--- config.mk ---
export PLATFORM = sky130hd
export DESIGN_NAME = pipe_stage_hs
export DESIGN_NICKNAME = d
export VERILOG_FILES = /design/src/rtl/pipe_stage_hs_pkg.sv /design/src/rtl/pipe_stage_hs_sat_counter.sv /design/src/rtl/pipe_stage_hs.sv
export SDC_FILE = /design/constraint.sdc
export NUM_CORES = 1
export LEC_CHECK = 0
export BUFFER_PORTS_ARGS = -buffer_cell sky130_fd_sc_hd__buf_2
export CAP_MARGIN = 5
export CORE_MARGIN = 5
export CORE_UTILIZATION = 25
export CTS_BUF_LIST = sky130_fd_sc_hd__clkbuf_8
export DETAILED_ROUTE_END_ITERATION = 10
export GPL_TIMING_DRIVEN = 0
export HOLD_SLACK_MARGIN = 0.08
export PLACE_DENSITY = 0.55
export SLEW_MARGIN = 20
export SYNTH_ARGS = -nofsm -noshare
export SYNTH_HDL_FRONTEND = slang
export SYNTH_HIERARCHICAL = 1
export SYNTH_SLANG_ARGS = --single-unit
--- constraint.sdc ---
create_clock -name clk -period 3.5 [get_ports clk]
set_input_delay 0.7 -clock clk [delete_from_list [all_inputs] [get_ports clk]]
set_output_delay 0.7 -clock clk [all_outputs]
set_load 0.1 [all_outputs]
--- src/rtl/pipe_stage_hs_pkg.sv ---
// Shared definitions for the pipelined-CPU inter-stage registers:
// control-word bit positions and default widths.
package pipe_pkg;

    // Bit positions inside the stage control word
    localparam int CTRL_MEMTOREG = 0;
    localparam int CTRL_REGWRE   = 1;

    // Default widths
    localparam int DEF_DATA_W = 106;
    localparam int DEF_CTRL_W = 3;
    localparam int DEF_CNT_W  = 16;

endpackage

--- src/rtl/pipe_stage_hs_sat_counter.sv ---
// Saturating up-counter: increments on inc, sticks at all-ones, clears on rst.
module sat_counter
    import pipe_pkg::*;
#(
    parameter int CNT_W = DEF_CNT_W
) (
    input  logic             clk,
    input  logic             rst,
    input  logic             inc,
    output logic [CNT_W-1:0] count
);

    logic [CNT_W-1:0] count_reg;

    // Count up until all ones, then hold
    always_ff @(posedge clk) begin
        if (rst) begin
            count_reg <= '0;
        end else if (inc && (count_reg != {CNT_W{1'b1}})) begin
            count_reg <= count_reg + {{(CNT_W-1){1'b0}}, 1'b1};
        end
    end

    assign count = count_reg;

endmodule

--- src/rtl/pipe_stage_hs.sv ---
// Inter-stage pipeline register with valid/ready handshake, stall, flush,
// optional second (skid) entry and saturating stall/bubble counters.
module pipe_stage_hs
    import pipe_pkg::*;
#(
    parameter int DATA_W = DEF_DATA_W,
    parameter int CTRL_W = DEF_CTRL_W,
    parameter int SKID   = 1,
    parameter int CNT_W  = DEF_CNT_W
) (
    input  logic              clk,
    input  logic              rst,
    input  logic              stall,
    input  logic              flush,
    input  logic              in_valid,
    output logic              in_ready,
    input  logic [DATA_W-1:0] in_data,
    input  logic [CTRL_W-1:0] in_ctrl,
    output logic              out_valid,
    input  logic              out_ready,
    output logic [DATA_W-1:0] out_data,
    output logic [CTRL_W-1:0] out_ctrl,
    output logic [CNT_W-1:0]  stall_cnt,
    output logic [CNT_W-1:0]  bubble_cnt
);

    logic              head_valid_reg, head_valid_next;
    logic [CTRL_W-1:0] head_ctrl_reg,  head_ctrl_next;
    logic [DATA_W-1:0] head_data_reg,  head_data_next;

    logic              skid_valid_reg;
    logic [CTRL_W-1:0] skid_ctrl_reg;
    logic [DATA_W-1:0] skid_data_reg;

    logic accept;
    logic emit;

    assign accept = in_valid && in_ready;
    assign emit   = head_valid_reg && out_ready && !stall;

    // Head next-state: flush clears, stall holds, emit refills from skid/input or empties
    always_comb begin
        head_valid_next = head_valid_reg;
        head_ctrl_next  = head_ctrl_reg;
        head_data_next  = head_data_reg;
        if (flush) begin
            head_valid_next = 1'b0;
            head_ctrl_next  = '0;
            head_data_next  = '0;
        end else if (!stall) begin
            if (emit) begin
                if (skid_valid_reg) begin
                    head_valid_next = 1'b1;
                    head_ctrl_next  = skid_ctrl_reg;
                    head_data_next  = skid_data_reg;
                end else if (accept) begin
                    head_valid_next = 1'b1;
                    head_ctrl_next  = in_ctrl;
                    head_data_next  = in_data;
                end else begin
                    // Data is left as-is; only valid and ctrl drop
                    head_valid_next = 1'b0;
                    head_ctrl_next  = '0;
                end
            end else if (!head_valid_reg && accept) begin
                head_valid_next = 1'b1;
                head_ctrl_next  = in_ctrl;
                head_data_next  = in_data;
            end
        end
    end

    // Head register
    always_ff @(posedge clk) begin
        if (rst) begin
            head_valid_reg <= 1'b0;
            head_ctrl_reg  <= '0;
            head_data_reg  <= '0;
        end else begin
            head_valid_reg <= head_valid_next;
            head_ctrl_reg  <= head_ctrl_next;
            head_data_reg  <= head_data_next;
        end
    end

    generate
        if (SKID != 0) begin : g_skid
            // in_ready depends only on registered skid occupancy and the global controls
            assign in_ready = !skid_valid_reg && !stall && !flush && !rst;

            // Skid entry: parks an input accepted while the head is blocked
            always_ff @(posedge clk) begin
                if (rst || flush) begin
                    skid_valid_reg <= 1'b0;
                    skid_ctrl_reg  <= '0;
                    skid_data_reg  <= '0;
                end else if (!stall) begin
                    if (emit && skid_valid_reg) begin
                        skid_valid_reg <= 1'b0;
                        skid_ctrl_reg  <= '0;
                    end else if (accept && head_valid_reg && !emit) begin
                        skid_valid_reg <= 1'b1;
                        skid_ctrl_reg  <= in_ctrl;
                        skid_data_reg  <= in_data;
                    end
                end
            end
        end else begin : g_noskid
            // Single entry: accept when empty or draining this cycle
            assign in_ready       = (!head_valid_reg || out_ready) && !stall && !flush && !rst;
            assign skid_valid_reg = 1'b0;
            assign skid_ctrl_reg  = '0;
            assign skid_data_reg  = '0;
        end
    endgenerate

    assign out_valid = head_valid_reg;
    assign out_data  = head_data_reg;
    // Gate ctrl so no write-enable can leak out of an empty stage
    assign out_ctrl  = head_valid_reg ? head_ctrl_reg : '0;

    sat_counter #(.CNT_W(CNT_W)) u_stall_cnt (
        .clk   (clk),
        .rst   (rst),
        .inc   (stall),
        .count (stall_cnt)
    );

    sat_counter #(.CNT_W(CNT_W)) u_bubble_cnt (
        .clk   (clk),
        .rst   (rst),
        .inc   (!head_valid_reg),
        .count (bubble_cnt)
    );

endmodule

==> results.py, run 1 <==
metrics = {
    "synth": {
        "syn-num-nets": 1420,
        "synthDominantCellAreaShare_pct": 49.2,
        "avgSynthCellArea_um2": 7.87,
        "syn_area_um2": 10300,
        "synth_flop_cell": "dfxtp_1",
        "synth-async-reset-ratio_pct": 0,
        "synth_common_cells": "nand2_1 (443), dfxtp_1 (252), a21oi_1 (130), nor2_1 (121), a311oi_1 (106)",
        "ys_types": 42,
        "yosysSeqAreaShare_pct": 49.2,
        "syn_inst": 1303,
        "synth_edf_count": 0,
        "synth_area_leaders": "dfxtp_1 (49%), nand2_1 (16%), a311oi_1 (9.0%)",
        "yosysWarningCount": 6,
        "post-synth-top-count-cell": "nand2_1",
        "synth_area_leader_cell": "dfxtp_1",
        "synth-seq-cells": 252,
    },
    "finish": {
        "instances_no_fill": 2176,
        "nNetsFinal": 1724,
        "drive_gt1_share_pct": 23.3,
        "area_delta_synth_final_pct": 29.1,
        "num_antenna_cells": 0,
    },
    "worst_setup_path": {
        "cp_cell_sequence": "buf_2 -> or2_2 -> clkbuf_1 -> nor3_2 -> buf_2",
        "end_kind": "output port",
        "slowest_stage": "or2_2",
        "crit_top_cell": "buf_2",
        "cp_data_required_time_ns": 2.80,
        "cp_slowest_stage_delay_ns": 0.52,
        "critPathArrivalTime_ns": 2.42,
        "critPathBufInv": 3,
        "cp-start-kind": "input port",
        "path_class": "in -> out",
        "crit_fanout": 19,
        "reg2reg_from": "out_valid",
        "critPathTopFamily": "buffers and inverters",
        "worstSetupStartpoint": "rst",
    },
    "power": {
        "p_leak_nw": 5.17,
        "ir_worst_vdd_v": 0.000287,
        "p_per_area_nw_per_um2": 490,
    },
    "sta": {
        "hold_viol_final": 0,
        "slew_viol_final": 0,
        "worst_slew_pin_slew_ns": 0.626,
        "worst_slack_ns": 0.381,
        "finalCritPeriodShare_pct": 89.1,
        "finClkSkew_ns": 0.0162,
        "slew_headroom_pct": 57.7,
        "setup_viol": 0,
        "layout_min_cycle_time_ns": 3.12,
        "rsz0062_at_grt": "no",
        "timing.fmax_mhz": 321,
    },
    "grt": {
        "grt_pass1_wl_um": 56000,
        "grt.overflow.total": 0,
        "grt_pass1_vias": 9947,
        "antenna_found_initial": 3,
        "groute.usage.overall_pct": 15.7,
        "grt_max_degree": 20,
    },
    "place": {
        "pre_cts_ws_ns": -0.502,
        "dp.cells": 2092,
        "place_congestion": 0.825,
        "port_buffers": 257,
        "hpwlAfterDp_um": 26500,
    },
    "die": {
        "core_area_um2": 40700,
        "die_y_um": 213,
        "rows": 74,
        "boundaryPins": 258,
        "start_util_pct": 25.2,
        "die_w_um": 213,
        "die-area_um2": 45200,
    },
    "clock_network": {
        "cts_tree": "built",
        "clockRootBuffer": "clkbuf_8",
        "numCtsBuffers": 47,
        "post-cts-setup-buffers": 0,
        "clkTransAtPathRegs_ns": 0.06,
        "h-tree-depth": 2,
        "cts.sinks": 252,
        "insertion_delay_ns": 0.61,
        "clockBufferDepth": 3,
    },
    "routing": {
        "ant_nets": 0,
        "first_pass_iters": 5,
        "vias_per_cell": 4.72,
        "wl_per_cell_um": 16.8,
        "drt_iter0_drc": 590,
        "wirelength_um": 36500,
        "drc": 0,
        "vias": 10300,
    },
    "hold_path": {
        "min_path_type": "in -> reg",
        "min_from": "in_data[63]",
    },
    "status": {
        "status": "completed",
    },
    "run": {
        "drv_cap": 0,
    },
}
[cells by family (layout without fill, tap and decap cells)]
kind of cell,count (synthesis),after routing,synth area share [%]
fa+ha+maj,2,2,0.244
flops,252,252,49.2
xor+xnor,4,4,0.341
buf+inv,112,453,4.92
compound gates,273,273,17.8
simple gates,655,655,27.0
mux,5,5,0.512
[report_power, final]
| part | internal, mW | total [mW] | leakage, nW | switching [mW] |
|---|---|---|---|---|
| registers | 2.89 | 2.91 | 2.03 | 0.0172 |
| logic | 0.113 | 0.472 | 2.55 | 0.358 |
| clock network | 1.79 | 3.10 | 0.586 | 1.31 |
[metal layers]
| layer | wire (um) | part of all wire [%] | track usage [%] |
|---|---|---|---|
| met1 | 16000 | 44 | 19.8 |
| met2 | 17200 | 47 | 25.9 |
| met3 | 2340 | 6.4 | 4.03 |
| met4 | 964 | 2.6 | 5.58 |
| met5 | 28 | 0.077 | 0 |
[placed cells by master (no fill, tap or decap), drive strengths merged, types with 3 or more instances in the layout]
cell type,Yosys,layout
o21ai,14,14
o31ai,13,13
nand3b,4,4
bufinv,0,3
nand4,8,8
nor2,121,121
buf,47,304
nor2b,4,4
nor4,6,6
mux2i,3,3
and2,3,3
nand3,14,14
a31oi,3,3
dfxtp,252,252
and3,3,3
a311oi,106,106
nand2,445,445
or4,14,14
nor3,11,11
inv,8,25
a21oi,130,130
clkbuf,57,116
and4,6,6
clkinv,0,4
xnor2,4,4
or2,3,3
or3,7,7
[worst register-to-register path: stages (launching register included)]
cell and delay, ns:
dfxtp_1 0.32, buf_2 0.19, nand3b_1 0.23, or2_2 0.15
buf_4 0.23, buf_2 0.31, buf_1 0.46, nand2_1 0.11
a311oi_1 0.29
[layout make-up]
cell class	count	area, um^2
fill	4473	27500
sequential	252	5040
multi-input combinational	939	4710
timing repair buffer	257	1290
clock buffer	61	840
tap	532	666
buffer	102	467
clock inverter	25	199
inverter	8	30.0
[metrics by stage]
step / power, mW / instance area (um^2) / setup TNS [ns] / utilization, % / hold WS (ns)
global placement: 3.45 / 12200 / -0.536 / 30.0 / 0.442
detailed placement: 3.45 / 12200 / -0.502 / 30.0 / 0.447
global route: 6.77 / 13200 / 0 / 32.5 / 0.301
CTS: 6.61 / 13200 / 0 / 32.5 / 0.262
floorplan: 3.27 / 10300 / 0 / - / 0.437
finish: 6.49 / 13200 / 0 / 32.5 / 0.333
[path summary, 6_finish.rpt]
kind                             to  cells past startpoint  slack [ns]
setup / recovery           in_ready                      5        0.38
hold / removal    skid_data_reg[63]                      3        0.33
setup reg to reg       out_data[50]                      8        1.11
hold reg to reg   skid_data_reg[60]                      2        0.45
[timing repair]
| action | in CTS | in global routing |
|---|---|---|
| hold buffers | 0 | 0 |
| endpoints found under the setup margin | 1 | 0 |
| gates resized for setup | 0 | 0 |
Note: power is estimated with default switching activity, not from simulation.
==> run 2, diff against run 1 <==
- clock period: 3.5 -> 3.3 ns (I/O delays scaled with it)
==> run 2 against run 1 <==
Global-route usage is 0.14 points lower. Clock skew is 0.018 ns higher. Via count is 0.37% lower. Critical path depth stayed put. First-iteration DRC count is 3.7% higher. Total power is 5.1% higher. Sequential share of layout area is 0.097 points higher. Wire length hardly changed. Largest power group unchanged. Combinational power is 5.7% higher. Sequential power is 6% higher. Largest cell class unchanged.
==> results.py, run 2 (synthesis results as in run 1) <==
metrics = {
    "die": {
        "core_area_um2": 40700,
        "die_y_um": 213,
        "boundaryPins": 258,
        "rows": 74,
        "start_util_pct": 25.2,
        "die-area_um2": 45200,
        "die_w_um": 213,
    },
    "finish": {
        "seq_area_um2": 5040,
        "area_delta_synth_final_pct": 28.8,
        "drive_gt1_share_pct": 23.2,
        "instances_no_fill": 2174,
        "nFillCells": 4458,
        "final_common_cell": "nand2_1",
        "fin_area_um2": 13200,
        "layout_common_cells": "nand2_1 (443), buf_2 (288), dfxtp_1 (252)",
        "multi_input_area_um2": 4720,
        "finalCoreUtilization_pct": 32.4,
        "nNetsFinal": 1724,
    },
    "place": {
        "place_congestion": 0.816,
        "port_buffers": 257,
        "dpl-instance-area_um2": 12200,
        "pre_cts_ws_ns": -0.592,
        "dp.cells": 2092,
        "hpwlAfterDp_um": 26300,
    },
    "routing": {
        "drt_iter0_drc": 612,
        "vias": 10200,
        "wl_met3_um": 2560,
        "wl_met2_um": 17300,
        "wirelength_um": 36500,
        "wl_per_cell_um": 16.8,
        "vias_per_cell": 4.71,
        "wl_met1_um": 15600,
        "topRoutingLayerUsed": "met5",
        "first_pass_iters": 5,
        "drc": 0,
        "ant_nets": 0,
    },
    "clock_network": {
        "clockRootBuffer": "clkbuf_8",
        "cts_tree": "built",
        "numCtsBuffers": 47,
        "insertion_delay_ns": 0.59,
        "clkTransAtPathRegs_ns": 0.06,
        "cts.sinks": 252,
        "post-cts-setup-buffers": 0,
        "clockBufferDepth": 3,
        "h-tree-depth": 2,
    },
    "grt": {
        "grt_pass1_vias": 9853,
        "grt_max_degree": 20,
        "antenna_found_initial": 3,
        "grt_pass1_wl_um": 55600,
        "grt.overflow.total": 0,
        "groute.usage.overall_pct": 15.5,
    },
    "sta": {
        "whs_ns": 0.309,
        "worst_slew_pin_slew_ns": 0.689,
        "setup_viol": 0,
        "timing.fmax_mhz": 330,
        "finalCritPeriodShare_pct": 91.9,
        "worst_slack_ns": 0.266,
        "hold_viol_final": 0,
        "slew_headroom_pct": 53.4,
        "slew_viol_final": 0,
        "layout_min_cycle_time_ns": 3.03,
        "rsz0062_at_grt": "no",
        "finClkSkew_ns": 0.0341,
    },
    "worst_setup_path": {
        "crit_top_cell": "buf_2",
        "slowest_stage": "or2_2",
        "cp_data_required_time_ns": 2.64,
        "cp_slowest_stage_delay_ns": 0.53,
        "reg2reg_to": "out_data[56]",
        "reg2reg_from": "out_valid",
        "critPathBufInv": 3,
        "cp-start-kind": "input port",
        "critPathTopFamily": "buffers and inverters",
        "reg2reg_slack_ns": 0.85,
        "r2r_cells": 8,
        "end_kind": "output port",
        "path_class": "in -> out",
        "crit_fanout": 19,
        "cp_cell_sequence": "buf_2 -> or2_2 -> clkbuf_1 -> nor3_4 -> buf_2",
        "critPathArrivalTime_ns": 2.37,
    },
    "power": {
        "p_leak_nw": 5.15,
        "p_per_area_nw_per_um2": 516,
        "ir_worst_vdd_v": 0.000232,
    },
    "run": {
        "drv_cap": 0,
    },
    "hold_path": {
        "min_path_type": "in -> reg",
        "min_path_cells": 3,
        "min_from": "in_data[64]",
        "whs_endpoint": "skid_data_reg[64]",
    },
    "status": {
        "status": "completed",
    },
}
[run 2: cell count changes in the layout (fill, tap and decap cells not counted), sizes merged]
cell / previous run / this run
clkinv: 4 / 6
clkinvlp: 1 / 0
inv: 25 / 20
diode: 0 / 3
clkbuf: 116 / 115
[run 2: through the flow]
step	power [mW]	setup TNS [ns]
global placement	3.66	-0.625
floorplan	3.47	0
CTS	6.95	0
finish	6.82	0
global route	7.12	0
detailed placement	3.66	-0.592
[run 2: timing repair]
action,4_1_cts,5_1_grt
setup endpoints to repair,1,0
gates resized for setup,0,0
hold buffers,0,0
[run 2: where the power goes]
| part | leakage (nW) | total, mW | internal, mW | switching (mW) |
|---|---|---|---|---|
| registers | 2.03 | 3.09 | 3.07 | 0.0178 |
| clock network | 0.561 | 3.23 | 1.85 | 1.38 |
| logic | 2.55 | 0.499 | 0.120 | 0.379 |
| total | 5.15 | 6.82 | 5.04 | 1.78 |
[run 2: worst register-to-register path: cells and delay by family (launching register included)]
kind                   cells  cell delay, ns
buffers and inverters      4            1.23
and+or+nand+nor            3            0.50
DFF                        1            0.33
AOI/OAI and AO/OA          1            0.28
[run 2: layout make-up]
class / count / share of cell area [%]
clock buffers: 60 / 6.25
multi-input cells: 939 / 35.7
inverters: 8 / 0.227
repair buffers: 257 / 9.73
plain buffers: 102 / 3.53
diodes: 3 / 0.0568
clock inverters: 21 / 1.25
well taps: 532 / 5.04
flip-flops and latches: 252 / 38.2
[run 2: worst max-delay path by stage]
stage / startpoint / endpoint / slack [ns] / depth (start not counted)
finish: rst / in_ready / 0.27 / 5
global route: rst / in_ready / 0.16 / 5
CTS: rst / in_ready / 0.18 / 5
detailed placement: rst / in_ready / -0.59 / 7
global placement: rst / in_ready / -0.62 / 7
floorplan: flush / in_ready / 0.34 / 5
[run 2: routing by layer]
| layer | up-vias | track usage (%) |
|---|---|---|
| li1 | 5116 | - |
| met1 | 4784 | 19.6 |
| met2 | 260 | 26.0 |
| met3 | 71 | 3.84 |
| met4 | 6 | 5.14 |
| met5 | - | 0 |
